===== config.mk =====
export PLATFORM = sky130hd
export DESIGN_NAME = paralelo_serie
export DESIGN_NICKNAME = d
export VERILOG_FILES = /design/src/rtl/paralelo_serie.sv
export SDC_FILE = /design/constraint.sdc
export NUM_CORES = 1
export LEC_CHECK = 0
export ABC_AREA = 1
export ABC_CLOCK_PERIOD_IN_PS = 1860
export BUFFER_PORTS_ARGS = -buffer_cell sky130_fd_sc_hd__buf_4
export CORE_AREA = 2 2 39 41
export CTS_BUF_LIST = sky130_fd_sc_hd__clkbuf_8
export DETAILED_ROUTE_END_ITERATION = 8
export DIE_AREA = 0 0 41 43
export GPL_ROUTABILITY_DRIVEN = 1
export PLACE_DENSITY = 0.85
export SLEW_MARGIN = 20
export SYNTH_ARGS = -nofsm -noshare
export SYNTH_HDL_FRONTEND = slang
export SYNTH_SLANG_ARGS = --single-unit

===== constraint.sdc =====
create_clock -name clk32f -period 1.86 [get_ports clk32f]
set_clock_uncertainty 0.1 [all_clocks]
set_input_delay 0.372 -clock clk32f [delete_from_list [all_inputs] [get_ports clk32f]]
set_output_delay 0.372 -clock clk32f [all_outputs]
set_load 0.02 [all_outputs]

===== src/rtl/paralelo_serie.sv =====
// Parallel-to-serial transmitter: a COM sync burst after reset, then data bytes or COM idle fill, MSB first.
// Optional TX_CNT_EN adds a saturating tx_count of accepted data bytes.
module paralelo_serie #(
    parameter logic [7:0] COM_SYM  = 8'hBC,
    parameter int         SYNC_COM = 4
) (
    input  logic        clk32f,
    input  logic        reset,
    input  logic [7:0]  in,
    input  logic        valid,
    output logic        out,
    output logic        ready,
    output logic        active
`ifdef TX_CNT_EN
    ,
    output logic [15:0] tx_count
`endif
);

    typedef enum logic {SYNC, ACTIVE} state_t;

    state_t      state, state_nxt;
    logic [2:0]  bit_cnt;
    logic [7:0]  shreg;
    logic [3:0]  com_cnt, com_cnt_nxt;
    logic [7:0]  load_sym;
    logic        load;
    logic        take;

    assign load = (bit_cnt == 3'd7);

    // Handshake: ready is high only in the load cycle while ACTIVE; a byte is
    // taken on that edge when valid=1, otherwise COM goes out as idle fill.
    assign ready = (state == ACTIVE) && load;
    assign out   = shreg[7];

    always_comb begin
        state_nxt   = state;
        com_cnt_nxt = com_cnt;
        load_sym    = COM_SYM;
        take        = 1'b0;
        if (load) begin
            case (state)
                SYNC: begin
                    com_cnt_nxt = com_cnt + 4'd1;
                    if (com_cnt == 4'(SYNC_COM - 1))
                        state_nxt = ACTIVE;
                end
                ACTIVE: begin
                    if (valid) begin
                        load_sym = in;
                        take     = 1'b1;
                    end
                end
                default: state_nxt = SYNC;
            endcase
        end
    end

    always_ff @(posedge clk32f or negedge reset) begin
        if (!reset) begin
            state   <= SYNC;
            com_cnt <= 4'd0;
            bit_cnt <= 3'd0;
            shreg   <= 8'h00;
            active  <= 1'b0;
        end else begin
            state   <= state_nxt;
            com_cnt <= com_cnt_nxt;
            bit_cnt <= bit_cnt + 3'd1;
            shreg   <= load ? load_sym : {shreg[6:0], 1'b0};
            // Registered copy of the next state so active rises on the same edge as ACTIVE.
            active  <= (state_nxt == ACTIVE);
        end
    end

`ifdef TX_CNT_EN
    always_ff @(posedge clk32f or negedge reset) begin
        if (!reset)
            tx_count <= 16'h0000;
        else if (take && tx_count != 16'hFFFF)
            tx_count <= tx_count + 16'd1;
    end
`else
    logic unused_take;
    assign unused_take = take;
`endif

endmodule

# ---- After elaboration in Yosys (flattened, before gate mapping)
# Index checks and enable logic that the tools add are counted.
dict set report classes {
  bitwise 1
  n_eq_ne 2
  n_div 0
  multipliers 0
  add_sub_neg 2
  muxes 5
  reduce_logical 2
  magnitude_cmp 0
  n_shift 0
}
# op count
set ops {}
lappend ops {{8-bit two-way mux} 3}
lappend ops {{4-bit by 1-bit adder with 4-bit output, second input constant} 1}
lappend ops {{4-bit by 2-bit == test with 1-bit output, second input constant} 1}
lappend ops {{3-bit by 1-bit adder with 3-bit output, second input constant} 1}
lappend ops {{3-bit == test, second input constant} 1}
lappend ops {{1-bit two-way mux} 2}
lappend ops {{2-bit AND reduction} 1}
lappend ops {{1-bit logical AND} 1}
lappend ops {{1-bit inverter} 1}
dict set report word_totals {
  memories 0
  romBits 0
  latch_bits 0
  inputBits 11
  ram_bits 0
  word_cells 16
  output_inout_bits 3
  ff_bits 16
}

# ---- Logic depth before layout (Yosys ltp)
dict set report depth {
  word_depth 3
  ltp_mapped 8
  depth_no_buf 7
}

# ---- Worst setup path before layout
# OpenSTA, ideal clock, no wires.
dict set report synth_path {
  path_kind {register to output}
  start {reg bit_cnt[0]}
  end {out ready}
  stages_incl_launch_ff 6
  t_required_ns 1.388
  path_buffers 1
  t_arrival_ns 0.989
  setup_slack_ns 0.399
  cell_sequence {dfrtp_1 -> ha_1 -> ha_1 -> buf_6 -> nand2_4 -> inv_4}
}
dict set report synth_via {
  elab_chain_len 2
}
# item line_no
set synth_lines {}
lappend synth_lines {{start, declared} 23} ;# logic [2:0] bit_cnt;
lappend synth_lines {{start signal, assigned} 70} ;# bit_cnt <= bit_cnt + 3'd1;
lappend synth_lines {{3-bit == test} 30} ;# assign load = (bit_cnt == 3'd7);
lappend synth_lines {{1-bit logical AND} 34} ;# assign ready = (state == ACTIVE) && load;
lappend synth_lines {{end, declared} 12} ;# output logic ready,
# No other way between the ends.

# ---- Final worst setup path
# Ends and elaborated chain as after synthesis.

==> results.md <==
- Drc violations: 0
- Die height: 43 um
- Clk Latency, worst-skew pair: between 0.2 and 0.3 ns
- RSZ-0062 raised after global routing: no
- Worst hold slack: roughly 0.22 ns
- Final min period: around 1.8 ns
- CTS clk-pin slew, worst paths: about 0.06 ns
- Longest Clk Path Bufs: 2
- Synth warn: 0
- Mapped cell area: 686 um^2
- DR iter-0 viols: 5
- Worst slack at placement: between 0.3 and 0.4 ns
- Final critical-path share of the clock period: slightly below 100%
- HP Start: in[6]
- Syn Inst Count: 72
- Diodes inserted: 0
- TritonCTS clock tree: built
- CP startpoint: bit_cnt[0]$_DFF_PN0_
- Leak Pwr: approximately 0.48 nW
- Seq cells post-synth: 16
- Largest family of logic cells by synthesized area: simple AND/OR/NAND/NOR gates
- Postcts setup bufs: 0
- Register area: around 400 um^2
- Setup violations, final: 0
- RR Startpoint: bit_cnt[0]$_DFF_PN0_
- Synth Area in XOR/XNOR: between 1 and 1.5%
- Post-route ant nets: 0
- Fraction of layout cells with a size suffix above 1: roughly 26%
- Top Ports: 14
- CTS Root Buffer Type: clkbuf_8
- FF-to-FF path depth: 7
- Die Width: approximately 40 um
- FILL cells: about 120
- Synth Area per Inst: around 9.5 um^2
- Maxcap violations: 0
- Slew Viols, Final: 0
- Final nets: about 110
- WS Path Type: reg2out
- Slowest CP cell: dfrtp_1
- Placed Cells: between 100 and 150
- Final Hold Viols: 0
- Crit end category: primary output
- Setup TNS: 0 ns
- Multiplexer share of the synthesized area: 0%
- PortBufs: 13
- Crit-path max FO: 2
- Starting Density: between 40% and 50%
- Simple-Gate Fraction of Synth Area: between 20% and 30%
- Initial antenna violation count: 0
- Area grow syn2layout: 26.1%
- Die Footprint: between 1500 and 2000 um^2
- Final non-filler cell total: between 100 and 150
- First-pass GRT wire length: roughly 1800 um
- DP Wirelength: between 800 and 900 um
- Reg2reg setup slack: roughly 0.38 ns
- Pwr dens: between 800 and 900 nW/um^2
- Vias in the first global route: between 400 and 500
- Syn nets: 86
- Max Clk Rate: 558 MHz
- CP peak stage delay: about 0.39 ns
- H-tree depth: 1
- Reg-to-Reg End: com_cnt[2]$_DFFE_PN0P_
- Rel. slew slack: a little under nine tenths
- Most frequent CP cell: ha_1
- Sink Count: 16
- Gp weighted congestion: slightly below 0.7
- Seq/Total Area, Yosys: 58.4%
- Core Footprint: approximately 1400 um^2
- Drt first pass iters: 4
- Hold EP: shreg[6]$_DFF_PN0_
- Max IR drop VDD: between 0.4 and 0.5 mV
- Startpoint types: flop
- Largest net degree at the start of global routing: 17
- Setup ws final: 0.0669 ns
- Worst min path class: in2reg
- Worst path cell trace: ha_1, ha_1, nand2_4, inv_4, buf_4
- Area of the multi-input gates: around 230 um^2
- Post-CTS Hold Buffers: 1
- Total CTS buffers: 3
- Data required time of the worst path: about 1.4 ns
- Total GRT Usage: around 17%
- GRT overflow: 0
- Routed wire length per instance: 10.7 um
- Vias: 502
- Hold path cells: 3
- Synth Area in Adders: under 10%
- Vias per std cell: roughly 4.7
- CTS resizes: 0
- Synth Area in Compound Gates: between 1.5 and 2%
- Yosys cell types: 13
- Row count: 14
- Worst Tran Pin Value: 0.206 ns
- Status: finished, final reports clean
- Overall routed net length: between 1000 and 1500 um
- CP Data Arrival Time: about 1.3 ns
[sequential cells by signal, indices dropped and copies added, names as in the netlist]
name and flops:
bit_cnt 3, com_cnt 4, shreg 8, state 1
[layout make-up]
class                           count  share of cell area, %
Sequential cell                    16                   46.3
Multi-Input combinational cell     45                   27.1
Timing Repair Buffer               15                   13.3
Clock buffer                        4                   6.37
Inverter                           10                   4.63
Tap cell                           16                   2.32
[power by group]
group / leakage [nW] / switching (W) / total (W) / internal (W)
clock: 0.0288 / 0.000119 / 0.000307 / 0.000188
sequential: 0.191 / 0.00000203 / 0.000358 / 0.000356
combinational: 0.256 / 0.0000162 / 0.0000354 / 0.0000191
total: 0.476 / 0.000138 / 0.000700 / 0.000563
[synthesized netlist by cell type]
cell | n | area share, %
xor2_1 | 1 | 1.3
ha_1 | 3 | 5.5
nor2_2 | 1 | 0.91
inv_1 | 9 | 4.9
nor2_1 | 18 | 9.9
o21bai_1 | 1 | 1.1
inv_4 | 1 | 0.91
nand2_1 | 14 | 7.7
nand3_1 | 3 | 2.2
buf_6 | 1 | 1.6
o21ai_0 | 1 | 0.73
nand2_4 | 3 | 4.9
dfrtp_1 | 16 | 58
[placed cells by master (no fill, tap or decap), drive strengths merged]
cell type | netlist | layout
nor2 | 19 | 19
nand2 | 17 | 17
dfrtp | 16 | 16
buf | 1 | 14
inv | 10 | 10
clkbuf | 0 | 4
nand3 | 3 | 3
ha | 3 | 3
xor2 | 1 | 1
o21bai | 1 | 1
o21ai | 1 | 1
dlygate4sd3 | 0 | 1
[per-stage QoR]
stage               instance area, um^2  utilization (%)  power [W]
floorplan                           686                -   0.000371
global placement                    800             57.8   0.000397
detailed placement                  800             57.8   0.000398
CTS                                 865             62.5   0.000708
global route                        865             62.5   0.000723
finish                              865             62.5   0.000700
[critical path: cells and delay by family (launching register included)]
kind	cells	cell delay, ns
and+or+nand+nor	1	0.09
buffers and inverters	2	0.18
DFF	1	0.39
adders and majority gates	2	0.41
[metal layers]
metal	share of wire [%]	track usage, %	vias to the layer above
li1	-	-	250
met1	43	20.6	239
met2	50	23.8	8
met3	3.7	4.71	5
met4	3.5	12.0	0
met5	0	0	-
[how the worst max path moves through the flow]
stage               endpoint
global route           ready
detailed placement     ready
CTS                    ready
finish                 ready
global placement       ready
floorplan              ready
[kinds of logic after synthesis]
group           after synthesis
xor+xnor                      1
fa+ha+maj                     3
buf+inv                      11
flops                        16
compound gates                2
simple gates                 39
(Power assumes the default switching activity.)
